--- src/rtl/ram_bist_if.sv ---
`default_nettype none
// +--------------------------------------------------------------------+
// | ram_bist_if : start/result and RAM-side signals of ram_bist_ctrl   |
// | Revision    : 1.0                                                  |
// +--------------------------------------------------------------------+
interface ram_bist_if #(
  parameter int ADDR_WIDTH = 12,
  parameter int DATA_WIDTH = 64,
  parameter int CNT_WIDTH  = 8
);
  logic                  start;
  logic                  abort;
  logic [DATA_WIDTH-1:0] pattern;
  logic [ADDR_WIDTH-1:0] ram_wr_address;
  logic [ADDR_WIDTH-1:0] ram_rd_address;
  logic [DATA_WIDTH-1:0] ram_data_in;
  logic                  ram_write;
  logic                  ram_read;
  logic [DATA_WIDTH-1:0] ram_data_out;
  logic                  busy;
  logic                  done;
  logic                  pass;
  logic [CNT_WIDTH-1:0]  fail_count;
  logic [ADDR_WIDTH-1:0] first_fail_addr;

  modport slave (
    input  start, abort, pattern, ram_data_out,
    output ram_wr_address, ram_rd_address, ram_data_in, ram_write, ram_read,
           busy, done, pass, fail_count, first_fail_addr
  );

  modport master (
    output start, abort, pattern, ram_data_out,
    input  ram_wr_address, ram_rd_address, ram_data_in, ram_write, ram_read,
           busy, done, pass, fail_count, first_fail_addr
  );
endinterface
`default_nettype wire

--- src/rtl/ram_bist_ctrl.sv ---
`default_nettype none
// +--------------------------------------------------------------------+
// | ram_bist_ctrl : March-style BIST controller for a 1R1W RAM         |
// | Revision      : 1.0                                                |
// +--------------------------------------------------------------------+
module ram_bist_ctrl #(
  parameter int ADDR_WIDTH = 12,
  parameter int DATA_WIDTH = 64,
  parameter int CNT_WIDTH  = 8
) (
  input wire logic  clk,
  input wire logic  reset,
  ram_bist_if.slave bus
);

  typedef enum logic [2:0] {
    S_IDLE     = 3'd0,
    S_W_BG     = 3'd1,
    S_RW_UP    = 3'd2,
    S_RW_DN    = 3'd3,
    S_R_BG     = 3'd4,
    S_CHK_LAST = 3'd5,
    S_DONE     = 3'd6
  } state_t;

  localparam logic [ADDR_WIDTH-1:0] ADDR_MAX = '1;
  localparam logic [ADDR_WIDTH-1:0] ADDR_ONE = ADDR_WIDTH'(1);
  localparam logic [CNT_WIDTH-1:0]  CNT_MAX  = '1;
  localparam logic [CNT_WIDTH-1:0]  CNT_ONE  = CNT_WIDTH'(1);

  state_t                state_q, state_d;
  logic [ADDR_WIDTH-1:0] addr_q, addr_d;
  logic                  phase_q, phase_d;
  logic [DATA_WIDTH-1:0] bg_q, bg_d;
  logic [CNT_WIDTH-1:0]  fail_count_q, fail_count_d;
  logic [ADDR_WIDTH-1:0] first_fail_addr_q, first_fail_addr_d;
  logic                  pass_q, pass_d;
  logic [ADDR_WIDTH-1:0] wr_addr_q, wr_addr_d;
  logic [ADDR_WIDTH-1:0] rd_addr_q, rd_addr_d;
  logic [DATA_WIDTH-1:0] din_q, din_d;
  logic                  write_q, write_d;
  logic                  read_q, read_d;

  logic                  busy_w;
  logic                  cmp_en;
  logic [DATA_WIDTH-1:0] cmp_exp;
  logic [ADDR_WIDTH-1:0] cmp_addr;

  assign busy_w = (state_q == S_W_BG) || (state_q == S_RW_UP) || (state_q == S_RW_DN) ||
                  (state_q == S_R_BG) || (state_q == S_CHK_LAST);

  always_comb begin
    state_d           = state_q;
    addr_d            = addr_q;
    phase_d           = phase_q;
    bg_d              = bg_q;
    fail_count_d      = fail_count_q;
    first_fail_addr_d = first_fail_addr_q;
    pass_d            = pass_q;
    wr_addr_d         = wr_addr_q;
    rd_addr_d         = rd_addr_q;
    din_d             = din_q;
    write_d           = 1'b0;
    read_d            = 1'b0;
    cmp_en            = 1'b0;
    cmp_exp           = bg_q;
    cmp_addr          = addr_q;

    unique case (state_q)
      S_IDLE: begin
        if (bus.start && !bus.abort) begin
          state_d           = S_W_BG;
          bg_d              = bus.pattern;
          fail_count_d      = '0;
          first_fail_addr_d = '0;
          pass_d            = 1'b0;
          addr_d            = '0;
          phase_d           = 1'b0;
        end
      end
      S_W_BG: begin
        addr_d = addr_q + ADDR_ONE;
        if (addr_q == ADDR_MAX) state_d = S_RW_UP;
      end
      S_RW_UP: begin
        phase_d = ~phase_q;
        if (phase_q) begin
          cmp_en = 1'b1;
          if (addr_q == ADDR_MAX) state_d = S_RW_DN;
          else                    addr_d  = addr_q + ADDR_ONE;
        end
      end
      S_RW_DN: begin
        phase_d = ~phase_q;
        cmp_exp = ~bg_q;
        if (phase_q) begin
          cmp_en = 1'b1;
          if (addr_q == '0) state_d = S_R_BG;
          else              addr_d  = addr_q - ADDR_ONE;
        end
      end
      S_R_BG: begin
        // Data returns a cycle late, so each cycle checks the previous address.
        cmp_en   = (addr_q != '0);
        cmp_addr = addr_q - ADDR_ONE;
        addr_d   = addr_q + ADDR_ONE;
        if (addr_q == ADDR_MAX) state_d = S_CHK_LAST;
      end
      S_CHK_LAST: begin
        cmp_en   = 1'b1;
        cmp_addr = addr_q - ADDR_ONE;
        state_d  = S_DONE;
      end
      S_DONE:  state_d = S_IDLE;
      default: state_d = S_IDLE;
    endcase

    if (busy_w && bus.abort) begin
      state_d = S_IDLE;
      pass_d  = 1'b0;
      cmp_en  = 1'b0;
    end

    if (cmp_en && (bus.ram_data_out != cmp_exp)) begin
      if (fail_count_q == '0)     first_fail_addr_d = cmp_addr;
      if (fail_count_q != CNT_MAX) fail_count_d     = fail_count_q + CNT_ONE;
    end

    if (state_d == S_DONE) pass_d = (fail_count_d == '0);

    // RAM strobes are registered, so they are derived from the state being entered.
    unique case (state_d)
      S_W_BG: begin
        write_d   = 1'b1;
        wr_addr_d = addr_d;
        din_d     = bg_d;
      end
      S_RW_UP, S_RW_DN: begin
        if (!phase_d) begin
          read_d    = 1'b1;
          rd_addr_d = addr_d;
        end else begin
          write_d   = 1'b1;
          wr_addr_d = addr_d;
          din_d     = (state_d == S_RW_UP) ? ~bg_d : bg_d;
        end
      end
      S_R_BG: begin
        read_d    = 1'b1;
        rd_addr_d = addr_d;
      end
      default: begin
      end
    endcase
  end

  always_ff @(posedge clk or posedge reset) begin
    if (reset) begin
      state_q           <= S_IDLE;
      addr_q            <= '0;
      phase_q           <= 1'b0;
      bg_q              <= '0;
      fail_count_q      <= '0;
      first_fail_addr_q <= '0;
      pass_q            <= 1'b0;
      wr_addr_q         <= '0;
      rd_addr_q         <= '0;
      din_q             <= '0;
      write_q           <= 1'b0;
      read_q            <= 1'b0;
    end else begin
      state_q           <= state_d;
      addr_q            <= addr_d;
      phase_q           <= phase_d;
      bg_q              <= bg_d;
      fail_count_q      <= fail_count_d;
      first_fail_addr_q <= first_fail_addr_d;
      pass_q            <= pass_d;
      wr_addr_q         <= wr_addr_d;
      rd_addr_q         <= rd_addr_d;
      din_q             <= din_d;
      write_q           <= write_d;
      read_q            <= read_d;
    end
  end

  assign bus.ram_wr_address  = wr_addr_q;
  assign bus.ram_rd_address  = rd_addr_q;
  assign bus.ram_data_in     = din_q;
  assign bus.ram_write       = write_q;
  assign bus.ram_read        = read_q;
  assign bus.busy            = busy_w;
  assign bus.done            = (state_q == S_DONE);
  assign bus.pass            = pass_q;
  assign bus.fail_count      = fail_count_q;
  assign bus.first_fail_addr = first_fail_addr_q;

endmodule
`default_nettype wire

--- src/flat_wrapper.sv ---
// flat-port wrapper written by rule: the top's interface ports become plain ports
module ram_bist_ctrl_flat 
#(
  parameter int ADDR_WIDTH = 12,
  parameter int DATA_WIDTH = 64,
  parameter int CNT_WIDTH  = 8
)
  (clk, reset, bus_start, bus_abort, bus_pattern, bus_ram_data_out, bus_ram_wr_address, bus_ram_rd_address, bus_ram_data_in, bus_ram_write, bus_ram_read, bus_busy, bus_done, bus_pass, bus_fail_count, bus_first_fail_addr);
  ram_bist_if #(.ADDR_WIDTH(ADDR_WIDTH), .DATA_WIDTH(DATA_WIDTH), .CNT_WIDTH(CNT_WIDTH)) bus_i ();
  input wire logic clk;
  input wire logic reset;
  input wire logic [$bits(bus_i.start)-1:0] bus_start;
  input wire logic [$bits(bus_i.abort)-1:0] bus_abort;
  input wire logic [$bits(bus_i.pattern)-1:0] bus_pattern;
  input wire logic [$bits(bus_i.ram_data_out)-1:0] bus_ram_data_out;
  output wire logic [$bits(bus_i.ram_wr_address)-1:0] bus_ram_wr_address;
  output wire logic [$bits(bus_i.ram_rd_address)-1:0] bus_ram_rd_address;
  output wire logic [$bits(bus_i.ram_data_in)-1:0] bus_ram_data_in;
  output wire logic [$bits(bus_i.ram_write)-1:0] bus_ram_write;
  output wire logic [$bits(bus_i.ram_read)-1:0] bus_ram_read;
  output wire logic [$bits(bus_i.busy)-1:0] bus_busy;
  output wire logic [$bits(bus_i.done)-1:0] bus_done;
  output wire logic [$bits(bus_i.pass)-1:0] bus_pass;
  output wire logic [$bits(bus_i.fail_count)-1:0] bus_fail_count;
  output wire logic [$bits(bus_i.first_fail_addr)-1:0] bus_first_fail_addr;
  assign bus_i.start = bus_start;
  assign bus_i.abort = bus_abort;
  assign bus_i.pattern = bus_pattern;
  assign bus_i.ram_data_out = bus_ram_data_out;
  assign bus_ram_wr_address = bus_i.ram_wr_address;
  assign bus_ram_rd_address = bus_i.ram_rd_address;
  assign bus_ram_data_in = bus_i.ram_data_in;
  assign bus_ram_write = bus_i.ram_write;
  assign bus_ram_read = bus_i.ram_read;
  assign bus_busy = bus_i.busy;
  assign bus_done = bus_i.done;
  assign bus_pass = bus_i.pass;
  assign bus_fail_count = bus_i.fail_count;
  assign bus_first_fail_addr = bus_i.first_fail_addr;
  ram_bist_ctrl #(.ADDR_WIDTH(ADDR_WIDTH), .DATA_WIDTH(DATA_WIDTH), .CNT_WIDTH(CNT_WIDTH)) u_core (.clk(clk), .reset(reset), .bus(bus_i));
endmodule
--- config.mk ---
export PLATFORM = sky130hd
export DESIGN_NAME = ram_bist_ctrl_flat
export DESIGN_NICKNAME = d
export VERILOG_FILES = /design/src/rtl/ram_bist_if.sv /design/src/rtl/ram_bist_ctrl.sv /design/src/flat_wrapper.sv
export SDC_FILE = /design/constraint.sdc
export NUM_CORES = 1
export LEC_CHECK = 0
export ABC_AREA = 1
export BUFFER_PORTS_ARGS = -buffer_cell sky130_fd_sc_hd__buf_2
export CORE_MARGIN = 4
export CORE_UTILIZATION = 50
export DETAILED_ROUTE_END_ITERATION = 12
export PLACE_DENSITY = 0.77
export RECOVER_POWER = 100
export SETUP_SLACK_MARGIN = 0.02
export SYNTH_ARGS = -nofsm -noshare
export SYNTH_HDL_FRONTEND = slang
export SYNTH_SLANG_ARGS = --single-unit
--- constraint.sdc ---
create_clock -name clk -period 5.63 [get_ports clk]
set_clock_uncertainty 0.2 [all_clocks]
set_input_delay 0.563 -clock clk [delete_from_list [all_inputs] [get_ports clk]]
set_output_delay 0.563 -clock clk [all_outputs]
set_load 0.005 [all_outputs]
; Word-level counts from Yosys, hierarchy flattened
; Index checks and enable logic that the tools add are counted.
[classes]
n_addsub = 3
multipliers = 0
n_div = 0
magnitude_cmp = 0
eq_ne = 16
n_shift = 0
muxes = 47
bitwise_logic = 3
n_reduce_logical = 24
[ops]
columns = op, n
row1 = 64-bit 2-to-1 mux, 5
row2 = 12-bit 2-to-1 mux, 12
row3 = 64-bit NOT, 2
row4 = 64-bit one-hot mux with 2 select lines, 1
row5 = 64-bit != test, 1
row6 = 12-bit one-hot mux with 2 select lines, 2
row7 = 12-bit one-hot mux with 4 select lines, 1
row8 = 8-bit 2-to-1 mux, 4
row9 = 3-bit 2-to-1 mux, 8
row10 = 3-bit one-hot mux with 6 select lines, 1
row11 = 8-bit zero test, 2
row12 = "3-bit == test, second input constant", 5
row13 = "12-bit by 1-bit adder with 12-bit output, second input constant", 1
row14 = "12-bit == test, second input constant", 1
row15 = "3-bit by 2-bit == test with 1-bit output, second input constant", 4
row16 = 12-bit zero test, 1
row17 = 12-bit nonzero test, 1
row18 = "12-bit by 1-bit subtractor with 12-bit output, second input constant", 1
row19 = 1-bit 2-to-1 mux, 9
row20 = "8-bit by 1-bit adder with 8-bit output, second input constant", 1
row21 = "8-bit != test, second input constant", 1
row22 = 2-bit OR reduction, 4
row23 = "3-bit by 1-bit == test with 1-bit output, second input constant", 2
row24 = 1-bit one-hot mux with 2 select lines, 3
row25 = 11 further kinds, 20
[word_totals]
register_bits = 191
latch_bits = 0
ram_bits = 0
rom_bits = 0
inputBits = 132
out_inout_bits = 113
word_cells = 105
n_memories = 0

; Depth between registers and ports, before layout
[logic_depth]
ltp_word = 11
mapped_depth = 20
ltp_nobuf = 18

; Least setup slack after synthesis
; No wires, ideal clock.
[synth_timing]
kind = flip-flop to flip-flop
start = register u_core.addr_q[0]
end = register u_core.din_q[12] (netlist: u_core.bus.ram_data_in[12])
setup_time_ps = 117
t_arrival_ps = 2127
required_ps = 5313
setup_slack_ps = 3185
path_stages_with_launch = 20
n_path_buf = 2
synth_period_minus_slack_ps = 2445
path_cell_list = dfrtp_1 -> clkinv_1 -> ha_1 -> nand3_1 -> nor3_2 -> nand2_1 -> nand2_2 -> nand3b_1 -> a21oi_2 -> inv_2 -> nand2_2 -> inv_2 -> nand2_4 -> inv_2 -> nand2_2 -> nand2_4 -> buf_6 -> buf_2 -> nand3_1 -> nand2_1
[synth_via]
elab_chain_len = 9
word_cells_on_any_way = 20
classes_between = eq/ne (5) / mux (11) / reduce/logical (4)
[synth_rtl]
columns = element, line
row1 = start: declaration, ram_bist_ctrl.sv:32  ; logic [ADDR_WIDTH-1:0] addr_q, addr_d;
row2 = start signal: assignment, ram_bist_ctrl.sv:173  ; addr_q <= addr_d;
row3 = 12-bit == test / 12-bit zero test (equally long branches), --
row4 = "3-bit 2-to-1 mux, on equally long branches", "ram_bist_ctrl.sv:89, ram_bist_ctrl.sv:98"
row5 = "3-bit 2-to-1 mux, on equally long branches", "ram_bist_ctrl.sv:87, ram_bist_ctrl.sv:96"
row6 = 3-bit one-hot mux with 6 select lines *, ram_bist_ctrl.sv:69  ; unique case (state_q)
row7 = 3-bit 2-to-1 mux *, ram_bist_ctrl.sv:118  ; if (busy_w && bus.abort) begin
row8 = via u_core.state_d[1], ram_bist_ctrl.sv:31  ; state_t state_q, state_d;
row9 = "3-bit by 2-bit == test with 1-bit output, on equally long branches", "ram_bist_ctrl.sv:132, ram_bist_ctrl.sv:145"
row10 = 64-bit 2-to-1 mux / 2-bit OR reduction (equally long branches), "ram_bist_ctrl.sv:145, ram_bist_ctrl.sv:132"
row11 = "64-bit 2-to-1 mux, or another cell as far along", ram_bist_ctrl.sv:139  ; if (!phase_d) begin
row12 = 64-bit one-hot mux with 2 select lines / 2-bit AND reduction (equally long branches), --
row13 = end signal: assignment, ram_bist_ctrl.sv:181  ; din_q <= din_d;
row14 = end: declaration, ram_bist_ctrl.sv:40  ; logic [DATA_WIDTH-1:0] din_q, din_d;
; The timed path passes the listed nets; every way through them passes the cells marked *. The select of a mux whose other input is x is not followed.
; A chain may end at the register's enable or synchronous reset.

; Worst setup path after layout
[layout_timing]
start = register u_core.addr_q[2]
end = register u_core.din_q[10] (netlist: u_core.bus.ram_data_in[10])
; Same word-level chain as after synthesis.

==> results.py <==
metrics = {
    "die": {
        "ioPinCount": 245,
        "rows": 55,
        "core_area_sq_um": 22600,
        "die_h_um": 160,
        "dieArea_sq_um": 25500,
        "dieWidth_um": 160,
        "initial_utilization_pct": 50.9,
    },
    "critical_path": {
        "worstReg2RegEnd": "u_core.bus.ram_data_in[10]",
        "critPathCaptureType": "flop",
        "worstReg2RegStart": "u_core.addr_q[2]",
        "rrSetupSlack_ps": 950,
        "setup.worst_path.start_class": "flop",
        "rr_worst_depth": 15,
        "path_class": "reg -> reg",
        "crit_fanout": 77,
        "worstPathRequired_ps": 5790,
        "crit_arrival_ps": 4840,
        "crit_end": "u_core.bus.ram_data_in[10]",
        "startpoint": "u_core.addr_q[2]",
    },
    "clock_tree": {
        "cts_buffer_depth": 2,
        "cts_resized": 0,
        "insertion_delay_ps": 440,
        "post-cts-setup-buffers": 0,
        "h-tree-depth": 4,
        "cts_root_buf": "clkbuf_16",
        "cts.sinks": 191,
        "numCtsBuffers": 17,
        "cts_tree": "done",
        "cts_hold_buf": 0,
        "path_clk_slew_ps": 80,
    },
    "place": {
        "place_hpwl_um": 22300,
        "gp_congestion": 0.885,
        "place_ws_ps": 1500,
        "port_buffers": 244,
        "dpl.cell_count": 2177,
    },
    "hold_path": {
        "hold_path_startpoint": "bus_pattern[58]",
        "min_path_type": "in -> reg",
        "hold_depth": 4,
    },
    "sta": {
        "rsz0062_at_grt": "no",
        "finalCritPeriodShare_pct": 83.2,
        "fin_tns_setup_ps": 0,
        "maxSlewViolCount": 381,
        "tightest_slew_ps": 2660,
        "setup_viol": 0,
        "slew_headroom_pct": -77.2,
        "period_needed_ps": 4680,
        "max_freq_mhz": 214,
        "hold_viol": 0,
        "layout_setup_ws_ps": 947,
    },
    "route": {
        "postRouteAntennaNets": 0,
        "met1_length_um": 14300,
        "drt_iter0_drc": 897,
        "vias": 11290,
        "wl_met2_um": 15400,
        "top_layer": "met5",
        "route.met3.wl_um": 2290,
        "drc_errors": 0,
        "wirelength_um": 32800,
        "routed_via_density": 5.10,
        "first_pass_iters": 5,
        "wire_per_inst_um": 14.8,
    },
    "cells_and_area": {
        "layout_common_cells": "nand2_1 (698), inv_1 (230), dfrtp_1 (191), buf_2 (187), nor2_1 (119)",
        "area_delta_synth_final_pct": 15.7,
        "seq_area_sq_um": 4780,
        "drive_gt1_share_pct": 12.8,
        "final_common_cell": "nand2_1",
        "nets": 2048,
        "fill_cells": 2139,
        "multi_input_comb_area_sq_um": 5460,
        "instances_no_fill": 2213,
    },
    "run_status": {
        "violations": "capacitance limit, slew limit",
        "status": "finished with violations",
    },
    "synthesis": {
        "synth_top_cell_by_area": "dfrtp_1",
        "yosys_register_bits": 191,
        "ys_warn_count": 0,
        "async_reset_ff_share_pct": 100,
        "yosys_most_used_dff": "dfrtp_1",
        "synthesis.area_sq_um": 11500,
        "synth_edf_count": 0,
        "syn_nets": 1843,
        "synthTopCellsByArea": "dfrtp_1 (42%), nand2_1 (23%), inv_1 (7.5%), nand3_1 (4.9%), nor2_1 (3.9%)",
        "synth.yosys.seq_area_share_pct": 41.5,
        "synth_cell_types": 41,
        "syn_area_per_cell_sq_um": 6.75,
        "synth.top_cell.area_share_pct": 41.5,
        "syn_inst": 1706,
    },
    "power": {
        "p_sw_share_pct": 46.6,
        "seqPwrFrac_pct": 33.1,
        "p_clk_share_pct": 17.5,
        "ir_worst_vdd_v": 0.000407,
        "internal-power_mw": 3.78,
        "p_leak_nw": 7.49,
        "finalPower_mw": 7.07,
        "power_density_nw_per_um2": 531,
        "power_frac_comb_pct": 49.4,
        "p_switching_mw": 3.29,
    },
    "job": {
        "cap_viol_max_count": 4,
    },
    "global_routing": {
        "antenna_found_initial": 5,
        "gr-usage-all-layers_pct": 25.3,
        "grt_pass1_wl_um": 53200,
        "grt_pass1_vias": 10922,
        "grt_max_degree": 192,
        "grt-ovfl-total": 0,
    },
}
-- cell families after synthesis --
family,count (synthesis),share of synthesized area (%)
AND/OR/NAND/NOR,972,34.2
buffers and inverters,308,10.9
AO/OA/AOI/OAI,194,10.1
flip-flops,191,41.5
XOR/XNOR,34,2.59
adder cells (fa/ha/maj),5,0.543
multiplexers,2,0.174
-- layout make-up --
class	instances	area share, %
diodes	4	0.0751
clock inverters	14	1.16
repair buffers	255	9.15
inverters	239	6.77
flip-flops and latches	191	35.9
clock buffers	18	3.30
multi-input cells	1207	41.0
well taps	285	2.68
-- power groups by stage --
| stage | Clock, mW | Combinational (mW) | Sequential [mW] |
|---|---|---|---|
| after floorplan | 0 | 2.57 | 2.29 |
| after global placement | 0 | 3.44 | 2.33 |
| after detailed placement | 0 | 3.53 | 2.34 |
| after CTS | 1.26 | 3.56 | 2.33 |
| after global routing | 1.31 | 4.01 | 2.40 |
| final | 1.24 | 3.49 | 2.34 |
-- worst min-delay path by stage --
stage                                        end  slack [ps]
floorplan           u_core.bus.ram_wr_address[0]         260
global placement    u_core.bus.ram_rd_address[2]         250
detailed placement  u_core.bus.ram_rd_address[2]         260
CTS                              u_core.bg_q[35]         220
global route                     u_core.bg_q[36]         240
finish                           u_core.bg_q[58]         240
-- metrics by stage --
stage / utilization (%) / instance area, sq um / hold WS (ps)
3_5_place_dp: 56.8 / 12900 / 255
2_1_floorplan: - / 11500 / 265
5_1_grt: 58.8 / 13300 / 239
4_1_cts: 59.4 / 13500 / 224
3_3_place_gp: 56.8 / 12900 / 251
6_report: 58.9 / 13300 / 239
-- metal layers --
metal,global-route usage [%],vias to the layer above
met4,7.26,6
met5,0,-
li1,-,5662
met2,42.1,354
met1,33.0,5211
met3,6.37,57
-- critical path: stages (launching register included) --
cell and delay [ps]:
dfrtp_1 560, nand3_1 180, nor2_1 160, nand3b_1 180, nor3_1 370, a21oi_1 230
inv_2 90, nand2_2 60, inv_2 80, nand2_4 380, inv_2 190, nand2_2 80
nand2_4 70, clkbuf_2 1330, nand3_1 290, nand2_1 150
-- flip-flops by register name, summed over array words and instances (netlist names) --
signal / flops
u_core.bus.ram_write: 1
u_core.bus.ram_data_in: 64
u_core.addr_q: 12
u_core.bus.pass: 1
u_core.bus.ram_rd_address: 12
u_core.bus.ram_wr_address: 12
u_core.bus.fail_count: 8
u_core.bg_q: 64
u_core.state_q: 3
u_core.bus.ram_read: 1
u_core.bus.first_fail_addr: 12
u_core.phase_q: 1
-- synth_stat cells, drive strengths merged (14+ instances only) --
master,n
nand2,703
inv,236
dfrtp,191
nor2,126
nand3,113
o21ai,100
o21a,50
buf,39
clkbuf,30
xor2,23
a21oi,19
o211ai,18
and2,14
Note: power is estimated with default switching activity, not from simulation.
